File: src/rtl/iot_sequencer_if.sv
// iot_sequencer_if: IOT request/response bus between CPU timing chain, sequencer and device selectors
// Ports (master = CPU side, slave = sequencer):
//   start, mb[11:0], abort            request and cancel from the CPU
//   io_skip, io_ac_clear              bus-level responses from the selected device
//   busy, dev_code[5:0], cpu_iot      sequence status and latched device select
//   iop1, iop2, iop4                  IOP pulses
//   skip, ac_clear, done              sticky responses and completion strobe
interface iot_sequencer_if;
  logic        start;
  logic [11:0] mb;
  logic        abort;
  logic        io_skip;
  logic        io_ac_clear;
  logic        busy;
  logic [5:0]  dev_code;
  logic        cpu_iot;
  logic        iop1;
  logic        iop2;
  logic        iop4;
  logic        skip;
  logic        ac_clear;
  logic        done;
  modport master (
    output start, mb, abort, io_skip, io_ac_clear,
    input  busy, dev_code, cpu_iot, iop1, iop2, iop4, skip, ac_clear, done
  );
  modport slave (
    input  start, mb, abort, io_skip, io_ac_clear,
    output busy, dev_code, cpu_iot, iop1, iop2, iop4, skip, ac_clear, done
  );
endinterface

File: src/rtl/iot_sequencer.sv
// iot_sequencer: sequences a PDP-8/I IOT instruction into IOP1/IOP2/IOP4 bus pulses
// Ports:
//   clk    system clock
//   rst_n  asynchronous active-low reset
//   bus    iot_sequencer_if.slave; start/mb/abort/io_skip/io_ac_clear in,
//          busy/dev_code/cpu_iot/iop1/iop2/iop4/skip/ac_clear/done out (all registered)
// Parameters: PULSE_LEN cycles per IOP slot, GAP_LEN dead cycles after each slot (1..255)
module iot_sequencer #(
  parameter int PULSE_LEN = 4,
  parameter int GAP_LEN   = 2
) (
  input logic            clk,
  input logic            rst_n,
  iot_sequencer_if.slave bus
);
  typedef enum logic [2:0] {IDLE, P1, G1, P2, G2, P4, G4, DONE} state_t;
  localparam logic [7:0] PL = 8'(PULSE_LEN - 1);
  localparam logic [7:0] GL = 8'(GAP_LEN - 1);
  state_t     state, nxt;
  logic [7:0] cnt, cnt_n, reload;
  logic [2:0] op, op_n;
  logic       accept, expired, cpu_n, iop_any;
  always_comb begin
    accept  = state == IDLE && bus.start && bus.mb[11:9] == 3'o6;
    expired = cnt == 8'd0;
    nxt     = state;
    if (state != IDLE && bus.abort)
      nxt = IDLE;
    else
      case (state)
        IDLE: nxt = accept ? P1 : IDLE;
        P1:   nxt = expired ? G1 : P1;
        G1:   nxt = expired ? P2 : G1;
        P2:   nxt = expired ? G2 : P2;
        G2:   nxt = expired ? P4 : G2;
        P4:   nxt = expired ? G4 : P4;
        G4:   nxt = expired ? DONE : G4;
        DONE: nxt = IDLE;
      endcase
    // Every state entry reloads the counter with that state's length minus one
    reload  = (nxt == P1 || nxt == P2 || nxt == P4) ? PL :
              (nxt == G1 || nxt == G2 || nxt == G4) ? GL : 8'd0;
    cnt_n   = (nxt != state) ? reload : expired ? 8'd0 : cnt - 8'd1;
    op_n    = accept ? bus.mb[2:0] : op;
    cpu_n   = accept ? bus.mb[8:3] == 6'd0 : bus.cpu_iot;
    // Responses are sampled only while a registered IOP output is high
    iop_any = bus.iop1 | bus.iop2 | bus.iop4;
  end
  always_ff @(posedge clk or negedge rst_n)
    if (!rst_n) begin
      state        <= IDLE;
      cnt          <= 8'd0;
      op           <= 3'd0;
      bus.busy     <= 1'b0;
      bus.dev_code <= 6'd0;
      bus.cpu_iot  <= 1'b0;
      bus.iop1     <= 1'b0;
      bus.iop2     <= 1'b0;
      bus.iop4     <= 1'b0;
      bus.skip     <= 1'b0;
      bus.ac_clear <= 1'b0;
      bus.done     <= 1'b0;
    end else begin
      state        <= nxt;
      cnt          <= cnt_n;
      op           <= op_n;
      bus.busy     <= nxt != IDLE;
      bus.dev_code <= accept ? bus.mb[8:3] : bus.dev_code;
      bus.cpu_iot  <= cpu_n;
      bus.iop1     <= nxt == P1 && op_n[0] && !cpu_n;
      bus.iop2     <= nxt == P2 && op_n[1] && !cpu_n;
      bus.iop4     <= nxt == P4 && op_n[2] && !cpu_n;
      bus.skip     <= accept ? 1'b0 : bus.skip | (iop_any & bus.io_skip);
      bus.ac_clear <= accept ? 1'b0 : bus.ac_clear | (iop_any & bus.io_ac_clear);
      bus.done     <= nxt == DONE;
    end
endmodule

File: src/flat_wrapper.sv
// flat-port wrapper written by rule: the top's interface ports become plain ports
module iot_sequencer_flat 
#(
  parameter int PULSE_LEN = 4,
  parameter int GAP_LEN   = 2
)
  (clk, rst_n, bus_start, bus_mb, bus_abort, bus_io_skip, bus_io_ac_clear, bus_busy, bus_dev_code, bus_cpu_iot, bus_iop1, bus_iop2, bus_iop4, bus_skip, bus_ac_clear, bus_done);
  iot_sequencer_if bus_i ();
  input logic clk;
  input logic rst_n;
  input wire logic [$bits(bus_i.start)-1:0] bus_start;
  input wire logic [$bits(bus_i.mb)-1:0] bus_mb;
  input wire logic [$bits(bus_i.abort)-1:0] bus_abort;
  input wire logic [$bits(bus_i.io_skip)-1:0] bus_io_skip;
  input wire logic [$bits(bus_i.io_ac_clear)-1:0] bus_io_ac_clear;
  output wire logic [$bits(bus_i.busy)-1:0] bus_busy;
  output wire logic [$bits(bus_i.dev_code)-1:0] bus_dev_code;
  output wire logic [$bits(bus_i.cpu_iot)-1:0] bus_cpu_iot;
  output wire logic [$bits(bus_i.iop1)-1:0] bus_iop1;
  output wire logic [$bits(bus_i.iop2)-1:0] bus_iop2;
  output wire logic [$bits(bus_i.iop4)-1:0] bus_iop4;
  output wire logic [$bits(bus_i.skip)-1:0] bus_skip;
  output wire logic [$bits(bus_i.ac_clear)-1:0] bus_ac_clear;
  output wire logic [$bits(bus_i.done)-1:0] bus_done;
  assign bus_i.start = bus_start;
  assign bus_i.mb = bus_mb;
  assign bus_i.abort = bus_abort;
  assign bus_i.io_skip = bus_io_skip;
  assign bus_i.io_ac_clear = bus_io_ac_clear;
  assign bus_busy = bus_i.busy;
  assign bus_dev_code = bus_i.dev_code;
  assign bus_cpu_iot = bus_i.cpu_iot;
  assign bus_iop1 = bus_i.iop1;
  assign bus_iop2 = bus_i.iop2;
  assign bus_iop4 = bus_i.iop4;
  assign bus_skip = bus_i.skip;
  assign bus_ac_clear = bus_i.ac_clear;
  assign bus_done = bus_i.done;
  iot_sequencer #(.PULSE_LEN(PULSE_LEN), .GAP_LEN(GAP_LEN)) u_core (.clk(clk), .rst_n(rst_n), .bus(bus_i));
endmodule
File: config.mk
export PLATFORM = sky130hd
export DESIGN_NAME = iot_sequencer_flat
export DESIGN_NICKNAME = d
export VERILOG_FILES = /design/src/rtl/iot_sequencer_if.sv /design/src/rtl/iot_sequencer.sv /design/src/flat_wrapper.sv
export SDC_FILE = /design/constraint.sdc
export NUM_CORES = 1
export LEC_CHECK = 0
export ABC_AREA = 1
export CORE_ASPECT_RATIO = 0.5
export CORE_MARGIN = 1.5
export CORE_UTILIZATION = 35
export CTS_CLUSTER_DIAMETER = 50
export DETAILED_ROUTE_END_ITERATION = 8
export HOLD_SLACK_MARGIN = 0.02
export PLACE_DENSITY_LB_ADDON = 0.3
export SETUP_SLACK_MARGIN = 0.02
export SLEW_MARGIN = 20
export SYNTH_ARGS = -nofsm -noshare
export SYNTH_HDL_FRONTEND = slang
export SYNTH_SLANG_ARGS = --single-unit
File: constraint.sdc
create_clock -name clk -period 1.99 [get_ports clk]
set_input_delay 0.398 -clock clk [delete_from_list [all_inputs] [get_ports clk]]
set_output_delay 0.398 -clock clk [all_outputs]
set_load 0.05 [all_outputs]
# ---- Word-level counts from Yosys, hierarchy flattened
# Cells that the tools add are included.
# W data, S select, Z words.
dict set report op_classes {
  addsub 1
  eq_ne 16
  n_mux 17
  n_bitwise 6
  n_reduce_logical 19
}
# cell count
set op_table {}
lappend op_table {{$eq A3 B3 Y1 const B} 9}
lappend op_table {{$mux W8} 3}
lappend op_table {{$pmux W3 S8} 1}
lappend op_table {{$eq A3 B2 Y1 const B} 4}
lappend op_table {{$logic_and A1 B1 Y1} 9}
lappend op_table {{$mux W3} 3}
lappend op_table {{$logic_not A8 Y1} 1}
lappend op_table {{$mux W1} 8}
lappend op_table {{$sub A8 B1 Y8 const B} 1}
lappend op_table {{$eq A3 B1 Y1 const B} 2}
lappend op_table {{$logic_not A6 Y1} 1}
lappend op_table {{$reduce_bool A3 Y1} 2}
lappend op_table {{$logic_or A1 B1 Y1} 4}
lappend op_table {{$mux W2} 2}
lappend op_table {{$or A1 B1 Y1} 4}
lappend op_table {{$logic_not A3 Y1} 1}
lappend op_table {{$ne A3 B3 Y1} 1}
lappend op_table {{$and A1 B1 Y1} 2}
lappend op_table {{$logic_not A1 Y1} 1}
dict set report totals {
  ff_bits 28
  in_bits 18
  output_inout_bits 14
  wordCells 71
}

# ---- Logic depth before layout (Yosys ltp)
# Gate-level depths: netlist (run 1).
dict set report logic_depth {
  ltp_word 12
  mapped_depth 12
  depth_no_buf 12
}

# ---- Worst setup path before layout (run 1)
# OpenSTA, ideal clock, no wires.
dict set report synth_timing {
  kind {reg2reg}
  from {register u_core.cnt[0]}
  to {register u_core.cnt[1]}
  setup_ns 0.117
  arrival_ns 1.468
  t_required_ns 1.873
  path_slack_ns 0.405
  stages_incl_launch_ff 12
  n_path_buf 1
  synth_period_minus_slack_ns 1.585
  path_cell_list {dfrtp_1 -> inv_1 -> ha_1 -> nand2_1 -> nor2_4 -> buf_6 -> o21bai_4 -> nand3_2 -> nand2_2 -> nand3_4 -> nand2_1 -> nand2_1}
}
dict set report synth_via {
  elab_chain_cells 9
  word_cells_on_any_way 19
  cone_classes {add/sub (1); eq/ne (4); mux (11); reduce/logical (3)}
}
# element line
set synth_lines {}
lappend synth_lines {{start, declared} iot_sequencer.sv:20} ;# logic [7:0] cnt, cnt_n, reload;
lappend synth_lines {{start signal, assigned} iot_sequencer.sv:65} ;# cnt <= cnt_n;
lappend synth_lines {{$logic_not A8 Y1} iot_sequencer.sv:25} ;# expired = cnt == 8'd0;
lappend synth_lines {{$mux W1 (tied with other cells)} {iot_sequencer.sv:33, iot_sequencer.sv:35, iot_sequencer.sv:37}}
lappend synth_lines {{$pmux W3 S8} iot_sequencer.sv:30} ;# case (state)
lappend synth_lines {{$mux W3} iot_sequencer.sv:27} ;# if (state != IDLE && bus.abort)
lappend synth_lines {{$eq A3 B1 Y1 or $eq A3 B2 Y1 (tied branches)} iot_sequencer.sv:41} ;# reload = (nxt == P1 || nxt == P2 || nxt == P4) ? PL :
lappend synth_lines {{$logic_or A1 B1 Y1 (2 in series)} iot_sequencer.sv:41}
lappend synth_lines {{$mux W8} iot_sequencer.sv:41}
lappend synth_lines {{$mux W8 (*)} iot_sequencer.sv:43} ;# cnt_n = (nxt != state) ? reload : expired ? 8'd0 : cnt - 8'd1;
lappend synth_lines {{net u_core.cnt_n[1]} iot_sequencer.sv:20}
# Mark *: on every way through the listed nets, which the timed path passes. The rest lies on a longest branch.
# A chain may end at the register's enable or synchronous reset.

# ---- Worst setup path in the final report (run 1)
dict set report layout_timing {
  from {register u_core.bus.cpu_iot}
  to {output bus_cpu_iot}
}
# element line
set layout_lines {}
lappend layout_lines {{start, declared} iot_sequencer_if.sv:29} ;# output busy, dev_code, cpu_iot, iop1, iop2, iop4, skip, ac_clear, done
lappend layout_lines {{start signal, assigned} iot_sequencer.sv:69} ;# bus.cpu_iot <= cpu_n;
lappend layout_lines {{end, declared} flat_wrapper.sv:18} ;# output wire logic [$bits(bus_i.cpu_iot)-1:0] bus_cpu_iot;
# No word-level cell between the ends.

==> results.txt, run 1 <==
The worst path uses 92.04% of the clock period. The number of instances in the synthesized netlist is about 160. The routed design has approximately 2600 µm of wire. The mean area per synthesized cell is ~9.4 µm². The peak fanout along the critical path came out at 2. The number of remaining DRC errors came out at 0.

The congestion estimate from routability-driven global placement came to just under 0.9. The kind of start point of the critical path is a flip-flop. The arrival time of the worst setup path is 1430 ps. For this run, the register share of the synthesized area comes to about half. The total number of H-tree levels came out at 1. Clock-pin slew was measured on the worst setup and hold paths at 90 ps.

The total power divided by cell area came out at about 1400 nW/µm². The pre-CTS setup slack came out at between 40 and 50 ps. The HPWL after detailed placement came out at approximately 2100 µm. STA classifies the critical path endpoint as an output pin. The first-pass iteration count of the detailed router came out at 4. The wire length per cell came out at 10.67 µm. The leakage dissipation is between 0.9 and 1 nW. The clock tree buffer depth came out at 2. The number of max-slew violations in the final report came to 0. The remaining number of nets flagged by the antenna check after routing is 0. Clock skew on the completed layout was measured at 4.420 ps. The master of the slowest instance on the critical path is clkdlybuf4s50_1. The insertion delay to the later sink of the worst-skew pair came out at 270 ps.

The number of inserted filler cells in the final layout is around 390. The total count of hold-check failures in the final report came out at 0. The synthesized area is ~1500 µm². In this run the clock root is driven by a clkbuf_8. VDD sags by at most 445.6 µV.

The top cell types in the final layout, fill and taps aside, are 32 x nand2_1, 31 x clkdlybuf4s50_1, 28 x dfrtp_1. For this configuration, the core starts out at a cell density of a little under two fifths. The count of cell instances traversed by the critical path is 1.

The post-synthesis register bit count came out at 28. STA puts the critical path data required time at roughly 1600 ps. The number of buffer and inverter stages on the critical path came out at 1. The overall power is approximately 2.8 mW. In the post-route analysis, the smallest setup slack over all paths is between 150 and 200 ps. The floorplan die width came out at ~94 µm. The final global-route overflow total is 0. The post-synth net total came out at 174. The pin count of the biggest net entering global routing came out at 29. Yosys mapped the design onto 30 distinct sky130hd cell types. The shortest period the worst path allows came out at ~1800 ps. The number of global-route vias before repair came to between 1000 and 1500. The overall die height is 48.65 µm. The worst slew margin relative to its limit came out at roughly two thirds. The library cell used most frequently in the layout, excluding fill and tap cells, is nand2_1. The all-layer global routing usage came out at roughly 13%. Row generation in the floorplan step produced 16 rows. The CTS tree is built. Setup repair after global routing left no endpoint under its margin. The number of antenna cells inserted came out at 0. The initial antenna violation count is 0. The transition time at the pin with the least slew margin is 502.5 ps.

Grouping stages by cell kind, the critical path spends the most delay in buffers and inverters. For this run, the post-layout net count is about 210. The die covers 4588 µm².

The final-layout setup total negative slack is 0 ps. The total vias in the final route came out at 1070. The number of top-level pins came out at 32.

The total core area came out at just under 4000 µm². The number of standard cells in the final layout excluding fillers came out at 246. The synthesis-to-layout area growth is 31.73%.

The critical path goes through clkdlybuf4s50_1. During placement, the flow inserted port buffers numbering 31. The reg2reg setup slack is 220 ps.

The global-route wire length before repair is ~4600 µm. Gates resized during post-CTS repair numbered 0. In this run the worst setup path begins at u_core.bus.cpu_iot$_DFF_PN0_. In this run the worst setup path terminates at bus_cpu_iot.

During synthesis, Yosys emitted a total of 0 warnings. The largest single stage delay on the critical path is roughly 810 ps. The startpoint of the worst-slack reg-to-reg timing path is u_core.cnt[0]$_DFF_PN0_. The DRC violation total after the first TritonRoute iteration came out at 47. The capturing point of the worst reg2reg path is u_core.cnt[1]$_DFF_PN0_. The number of clock buffers inserted by TritonCTS is 3. The number of cells on the worst reg-to-reg path is 12. The run finished with clean final reports. Setup violations remaining at the end of the flow were counted as 0. Counting tap cells, the placed design contains a total of 240 instances. Cells with a size suffix above 1 make up between 20 and 25% of the layout. The reported max-cap violation count is 0. The maximum operating frequency came out at between 0.5 and 0.6 GHz. By startpoint and endpoint, the worst setup path is classified as flip-flop to output pin.

The TritonCTS sink count is 28. The via-per-instance ratio came out at roughly 4.3. The type of the worst min-delay path is input port to async pin.
## metrics by stage
stage,hold slack (ps),cell area [µm²],utilization (%)
4_1_cts,492.3,1907,48.35
3_3_place_gp,469.5,1836,46.54
5_1_grt,519.8,1922,48.73
2_1_floorplan,102.4,1459,-
6_report,488.6,1922,48.73
3_5_place_dp,476.8,1836,46.54
## how the worst min path moves through the flow
stage / from / end / slack (ps)
finish: rst_n / u_core.bus.dev_code[3]$_DFFE_PN0N_ / 490
floorplan: rst_n / u_core.bus.ac_clear$_DFF_PN0_ / 100
global placement: u_core.bus.dev_code[0]$_DFFE_PN0N_ / u_core.bus.dev_code[0]$_DFFE_PN0N_ / 470
detailed placement: u_core.bus.dev_code[0]$_DFFE_PN0N_ / u_core.bus.dev_code[0]$_DFFE_PN0N_ / 480
global route: rst_n / u_core.bus.dev_code[3]$_DFFE_PN0N_ / 520
CTS: rst_n / u_core.bus.dev_code[3]$_DFFE_PN0N_ / 490
## flip-flops by register name (all words and copies together), names as in the netlist
signal / flops
u_core.bus.dev_code: 6
u_core.bus.iop2: 1
u_core.bus.skip: 1
u_core.bus.ac_clear: 1
u_core.op: 3
u_core.bus.busy: 1
u_core.bus.done: 1
u_core.bus.cpu_iot: 1
u_core.bus.iop1: 1
u_core.state: 3
u_core.bus.iop4: 1
u_core.cnt: 8
## layer usage
metal  vias up  wire, µm  global-route usage [%]
li1        564         -                       -
met1       482      1284                   17.61
met2        22      1192                   20.74
met3         2       125                   3.459
met4         0        21                   2.239
met5         -         0                       0
## report_power, final
part	internal, mW	total (mW)	switching [mW]
clock	0.269	0.430	0.161
combinational	0.574	1.46	0.884
sequential	0.768	0.889	0.121
## repair_timing
item / in CTS / in global routing
endpoints found under the setup margin: 0 / 8
buffers inserted: 0 / 2
endpoints found under the hold margin: 0 / 0
hold buffers: 0 / 0
## cells in the mapped netlist (all sizes together)
| cell type | instances | area, µm² |
|---|---|---|
| mux2 | 6 | 67.56 |
| nor3b | 1 | 12.51 |
| or2 | 1 | 6.260 |
| inv | 22 | 82.58 |
| buf | 3 | 23.77 |
| nor3 | 13 | 95.09 |
| nand2 | 39 | 168.9 |
| o21bai | 1 | 18.77 |
| nand3 | 8 | 80.07 |
| a21boi | 1 | 7.510 |
| dfrtp | 28 | 700.7 |
| xnor2 | 5 | 43.79 |
| xor2 | 1 | 8.760 |
| a31o | 1 | 8.760 |
| o21ai | 6 | 33.78 |
| ha | 1 | 12.51 |
| nor2 | 15 | 68.81 |
| nand4 | 3 | 18.77 |
## area by class of cell
cell class              instances  area [µm²]  area share (%)
multi-input cells             102       651.9           33.92
inverters                      22       82.58           4.297
flip-flops and latches         28       700.7           36.46
well taps                      54       67.56           3.516
clock buffers                   3       41.29           2.148
clock inverters                 1       30.03           1.563
repair buffers                 36       347.8           18.10
## cells by family (layout without fill, tap and decap cells)
kind of cell / after synthesis / count (layout) / share of synthesized area [%]
adders and majority gates: 1 / 1 / 0.8575
muxes: 6 / 6 / 4.631
and+or+nand+nor: 80 / 80 / 30.87
AOI/OAI and AO/OA: 9 / 9 / 4.717
xor gates and xnor gates: 6 / 6 / 3.602
buffers and inverters: 25 / 62 / 7.290
DFF: 28 / 28 / 48.03
Power figures use the tool's default switching activity.
==> run 2, diff against run 1 <==
- PLACE_DENSITY_LB_ADDON: 0.3 -> unset
==> run 2 against run 1 <==
Effect of this change:
- first-iteration DRC count shrank 57%
- sequential share of layout area grew 0.095 points
- critical path depth is the same
- register-to-register slack lost 20 ps
- die area is the same
- sequential cell count is the same
- clock skew shrank 2.3 ps
- cell count shrank 0.41%
- utilization shrank 0.13 points
- critical path type unchanged
==> results.txt, run 2 (synthesis gave the netlist of run 1 again) <==
The flow ran to the end, and the final reports show no timing, DRC or antenna violations. The arrival time of the worst setup path is 1450 ps (+20 ps). The worst vdd rail ir drop is 593.2 µV (+33%).

The overall power is 2.771 mW (-0.21%). The final-layout worst hold slack is 492.6 ps (+4.064 ps). The kind of start point of the critical path is a flip-flop. The peak fanout along the critical path is 2 (unchanged). The clock tree root buffer cell is clkbuf_8. The net total in the final layout was 211 (-0.47%). In this design, the largest share of critical-path delay is due to buffers and inverters. The final core area utilization is 48.60% (-0.13 points). The number of antenna cells inserted came to 0 (unchanged). The number of top-level pins came to 32 (unchanged). The library cells used most frequently in the layout, excluding fill and tap cells, are 31 x nand2_1, 31 x clkdlybuf4s50_1, 28 x dfrtp_1. The quantity of gates resized following cts came out at 0 (unchanged). The reg2reg setup slack is 200 ps (-20 ps). The worst setup path is captured at an output pin. The number of rows created at floorplan is 16 (unchanged). The path class of the tightest hold or removal check is input port to async pin. The reported max-cap violation count is 0 (unchanged). The total vias in the final route came out at 1097 (+2.5%). The routability congestion estimate from global placement is 0.7926 (-8.7%).

The longest individual stage delay on the worst path came out at 810 ps (about the same). The CTS tree is built. Setup repair after global routing left no endpoint under its margin. The final-report setup violation count is 0 (unchanged).

The first-pass iteration count of the detailed router came to 4 (unchanged). The number of placed cells counting well taps is 241 (+0.42%). The final design instance area without fill came out at 1917 µm² (-0.26%). The worst slew margin relative to its limit came to 66.48% (+0.081 points). The master of the slowest instance on the critical path is clkdlybuf4s50_1. The remaining number of nets flagged by the antenna check after routing is 0 (unchanged). The number of global-route vias before repair is 1046 (+2.2%). The startpoint of the worst-slack reg-to-reg timing path is u_core.cnt[0]$_DFF_PN0_. The maximum operating frequency came out at 0.5425 GHz (-0.64%). The number of buffers added for setup after CTS is 0 (unchanged).

The pin count of the biggest net entering global routing is 29 (unchanged). The final routed wirelength across all metal layers came out at 2710 µm (+3.3%). The number of remaining DRC errors is 0 (unchanged).

The shortest period the worst path allows is 1843 ps (+11.76 ps). The number of clock buffers inserted by TritonCTS came out at 3 (unchanged). The worst clock skew is 2.093 ps (-2.327 ps).

The final global-route overflow total came out at 0 (unchanged). The initial antenna violation count is 0 (unchanged). The synthesis-to-layout area growth came out at 31.39%. The largest registers in the layout are u_core.cnt x8, u_core.bus.dev_code x6. The total number of H-tree levels is 1 (unchanged).

The clock input transition at the sequential cells of the worst setup and hold paths is 90 ps (about the same). The floorplan die width is 94.31 µm (unchanged). The die area came out at 4588 µm² (unchanged). The final-layout setup total negative slack was 0 ps (unchanged).

The placed instance area came to 1843 µm² (+0.41%). The total count of hold-check failures in the final report is 0 (unchanged). The global-route wire length before repair is 4747 µm (+2.4%). The count of input and output buffers is 31 (unchanged). The TritonCTS sink count came to 28 (unchanged). The number of standard cells in the final layout excluding fillers came out at 245 (-0.41%).

The transition time at the pin with the least slew margin came out at 501.3 ps (-1.207 ps). The DRC violation total after the first TritonRoute iteration is 20 (-57%). The via-per-instance ratio came to 4.478 (+2.9%). The all-layer global routing usage came to 13.11% (+0.24 points).

The type of the worst setup path is flip-flop to output pin. The required time of the critical path came to 1590 ps (about the same). The insertion delay to the later sink of the worst-skew pair came out at 270 ps (about the same). The wire length per cell is 11.06 µm (+3.7%).

The setup slack after layout is 146.7 ps (-11.76 ps). Walking the worst path, the cells encountered are clkdlybuf4s50_1. The HPWL after detailed placement came out at 2191 µm (+5.6%). The initial cell density of the core is 36.99% (unchanged). The flip-flop count of the largest register after layout came to 8 (unchanged). The clock tree buffer depth is 2 (unchanged). The number of buffer and inverter stages on the critical path is 1 (unchanged). The overall die height is 48.65 µm (unchanged). The leakage dissipation is 0.9125 nW (-0.60%). The total power divided by cell area came out at 1445 nW/µm² (about the same). The period utilization came out at 92.63% (+0.59 points). The number of max-slew violations in the final report is 0 (unchanged). The number of hold-repair buffers added at the cts stage is 0 (unchanged). The total core area was 3944 µm² (unchanged). The pre-CTS setup slack is 67.67 ps (+26.86 ps).

The register with the most flip-flops in the final layout is u_core.cnt. The layout cell share with drive strength beyond 1 is 22.51% (+0.12 points). The most critical setup path has its startpoint at u_core.bus.cpu_iot$_DFF_PN0_.
==> run 2: cell types whose count changed in the layout (fill, tap and decap cells not counted), sizes merged <==
cell  delta
buf      -1
==> run 2: layer usage <==
layer  global-route usage (%)  part of all wire, %
met2                    21.34                   48
met5                        0                    0
met3                    2.830                  3.1
met1                    18.18                   49
met4                    2.239                 0.63
==> run 2: worst paths after layout <==
path                                                       to  cells after the start
max                                               bus_cpu_iot                      1
min                        u_core.bus.dev_code[3]$_DFFE_PN0N_                      2
max reg2reg                           u_core.cnt[1]$_DFF_PN0_                     12
min reg2reg                u_core.bus.dev_code[3]$_DFFE_PN0N_                      2
max in group asynchronous             u_core.cnt[7]$_DFF_PN0_                      2
min in group clk           u_core.bus.dev_code[3]$_DFFE_PN0N_                      2
==> run 2: layout make-up <==
type	count	area [µm²]
Sequential cell	28	700.7
Inverter	22	82.58
Tap cell	54	67.56
Timing Repair Buffer	35	340.3
Fill cell	389	2027
Multi-Input combinational cell	102	654.4
Clock buffer	3	41.29
Clock inverter	1	30.03
==> run 2: report_power, final <==
part	total, mW	internal (mW)	switching [mW]
Combinational	1.43	0.554	0.879
Clock	0.444	0.269	0.175
Sequential	0.893	0.768	0.126
==> run 3, diff against run 2 <==
- PLACE_DENSITY_LB_ADDON: unset -> 0.15
==> run 3 against run 2 <==
Effect of this change:
- routed wire length fell by 2.7%
- die area did not move
- sequential cell count did not move
- critical endpoint is now bus_iop1
- largest cell class unchanged
- highest routed layer unchanged
==> results.txt, run 3 (synthesis gave the netlist of run 1 again) <==
The number of buffer and inverter stages on the critical path is 1 (unchanged). The pin count of the biggest net entering global routing came to 29 (unchanged). The first-pass iteration count of the detailed router came to 4 (unchanged). The library cell used most frequently in the layout, excluding fill and tap cells, is nand2_1. The reg2reg setup slack is 190 ps (about the same). The kind of start point of the critical path is a flip-flop.

The longest individual stage delay on the worst path is 810 ps (about the same). The peak fanout along the critical path is 2 (unchanged). The number of rows created at floorplan came out at 16 (unchanged). The final-layout setup total negative slack was 0 ps (unchanged). The number of remaining DRC errors is 0 (unchanged). The number of buffers added for setup after CTS came out at 0 (unchanged). The total vias in the final route came out at 1095 (-0.18%). The reported max-cap violation count is 0 (unchanged). The floorplan die width came to 94.31 µm (unchanged). The via-per-instance ratio was 4.488 (+0.23%).

The leakage dissipation came out at 0.9075 nW (-0.56%). The net total in the final layout came out at 210 (-0.47%). The startpoint of the worst-slack reg-to-reg timing path is u_core.cnt[0]$_DFF_PN0_. The shortest period the worst path allows is 1844 ps (+1.164 ps).

The largest registers in the layout are u_core.cnt x8, u_core.bus.dev_code x6. The clock tree buffer depth is 2 (unchanged). The worst vdd rail ir drop came out at 452.8 µV (-24%).

Traced cell by cell, the critical path runs through clkdlybuf4s50_1. The layout cell share with drive strength beyond 1 is 21.58% (-0.93 points). The number of global-route vias before repair came out at 996 (-4.8%). The master of the slowest instance on the critical path is clkdlybuf4s50_1. The clock tree root buffer cell is clkbuf_8. The final-layout worst hold slack is 488.5 ps (-4.140 ps). The worst slew margin relative to its limit came out at 66.43% (about the same). The all-layer global routing usage came to 12.95% (-0.16 points). The transition time at the pin with the least slew margin is 502.0 ps (+0.7121 ps). The worst clock skew came out at 3.905 ps (+1.812 ps). The total count of hold-check failures in the final report came to 0 (unchanged). The dominant delay contributor by cell family on the critical path is buffers and inverters. Ranked by flip-flop count, first place goes to u_core.cnt. The wire length per cell came out at 10.81 µm (-2.3%). The number of clock buffers inserted by TritonCTS is 3 (unchanged). The insertion delay to the later sink of the worst-skew pair came out at 270 ps (about the same). TritonCTS built the clock tree. The HPWL after detailed placement is 2154 µm (-1.7%). The maximum operating frequency is 0.5422 GHz (about the same). The number of cells on the worst reg-to-reg path came out at 11 (-1). The routability congestion estimate from global placement came out at 0.8061 (+1.7%).

The die area is 4588 µm² (unchanged). The run finished with clean final reports. The initial antenna violation count came to 0 (unchanged). The TritonCTS sink count is 28 (unchanged). The critical path is of the flip-flop to output pin type. The number of top-level pins came out at 32 (unchanged). The overall die height is 48.65 µm (unchanged). The final global-route overflow total came out at 0 (unchanged).

The type of the worst min-delay path is input port to async pin. The total number of H-tree levels is 1 (unchanged). The arrival time of the worst setup path is 1450 ps (about the same). The count of cell instances traversed by the critical path is 1 (unchanged). STA classifies the critical path endpoint as an output pin. The clock input transition at the sequential cells of the worst setup and hold paths is 90 ps (about the same).

The remaining number of nets flagged by the antenna check after routing came out at 0 (unchanged). The capturing point of the worst reg2reg path is u_core.cnt[1]$_DFF_PN0_. Setup repair after global routing left no endpoint under its margin. The flip-flop count of the largest register after layout came out at 8 (unchanged). The library cells used most frequently in the layout, excluding fill and tap cells, are 32 x nand2_1, 31 x clkdlybuf4s50_1, 28 x dfrtp_1. The global-route wire length before repair is 4643 µm (-2.2%). The final routed wirelength across all metal layers is 2637 µm (-2.7%). The total core area is 3944 µm² (unchanged). From synthesis to final layout, the design area changed by 30.70%.

The total power divided by cell area came out at 1441 nW/µm² (-0.30%). The DRC violation total after the first TritonRoute iteration is 26 (+30%). The period utilization is 92.69% (about the same). The count of input and output buffers came out at 31 (unchanged).

The final-report setup violation count is 0 (unchanged). The initial cell density of the core is 36.99% (unchanged). The number of antenna cells inserted came out at 0 (unchanged). The required time of the critical path was 1590 ps (about the same). The number of max-slew violations in the final report came to 0 (unchanged).
[run 3: cell types whose count changed in the layout (fill, tap and decap cells not counted)]
cell,before,now
nand2_1,31,32
buf_4,4,3
nand2_2,7,6
[run 3: final cells by class]
| type | instances | area, µm² |
|---|---|---|
| Timing Repair Buffer | 34 | 332.8 |
| Tap cell | 54 | 67.56 |
| Inverter | 22 | 82.58 |
| Clock buffer | 3 | 41.29 |
| Clock inverter | 1 | 30.03 |
| Multi-Input combinational cell | 102 | 651.9 |
| Sequential cell | 28 | 700.7 |
| Fill cell | 379 | 2037 |
[run 3: through the flow]
step | std cells | power [mW] | utilization (%) | worst slack [ps] | area (µm²)
final | 244 | 2.748 | 48.35 | 145.5 | 1907
after global routing | 244 | 2.967 | 48.35 | 35.35 | 1907
after CTS | 244 | 2.788 | 48.35 | 131.0 | 1907
after detailed placement | 240 | 2.349 | 46.54 | 49.36 | 1836
after global placement | 240 | 2.331 | 46.54 | 79.50 | 1836
after floorplan | 155 | 1.970 | - | 405.5 | 1459
[run 3: routing by layer]
| metal | routed length, µm | GRT usage [%] | vias up |
|---|---|---|---|
| met5 | 0 | 0 | - |
| met4 | 8 | 2.239 | 0 |
| met3 | 97 | 3.774 | 2 |
| met2 | 1167 | 19.78 | 18 |
| met1 | 1363 | 18.43 | 512 |
| li1 | - | - | 563 |
[run 3: worst max-delay path by stage]
stage | end | slack (ps) | from
finish | bus_iop1 | 150 | u_core.bus.iop1$_DFF_PN0_
global route | u_core.cnt[1]$_DFF_PN0_ | 40 | u_core.cnt[0]$_DFF_PN0_
CTS | bus_skip | 130 | u_core.bus.skip$_DFF_PN0_
detailed placement | u_core.cnt[1]$_DFF_PN0_ | 50 | bus_mb[11]
global placement | u_core.cnt[1]$_DFF_PN0_ | 80 | bus_mb[11]
floorplan | u_core.cnt[1]$_DFF_PN0_ | 410 | u_core.cnt[0]$_DFF_PN0_
[run 3: timing repair]
action                                  4_1_cts  5_1_grt
endpoints found under the setup margin        0        1
hold buffers                                  0        0
gates resized for setup                       0        0
[run 3: power by group]
| group | switching (mW) | internal [mW] | total [mW] |
|---|---|---|---|
| clock network | 0.164 | 0.269 | 0.433 |
| logic | 0.870 | 0.552 | 1.42 |
| registers | 0.125 | 0.768 | 0.893 |
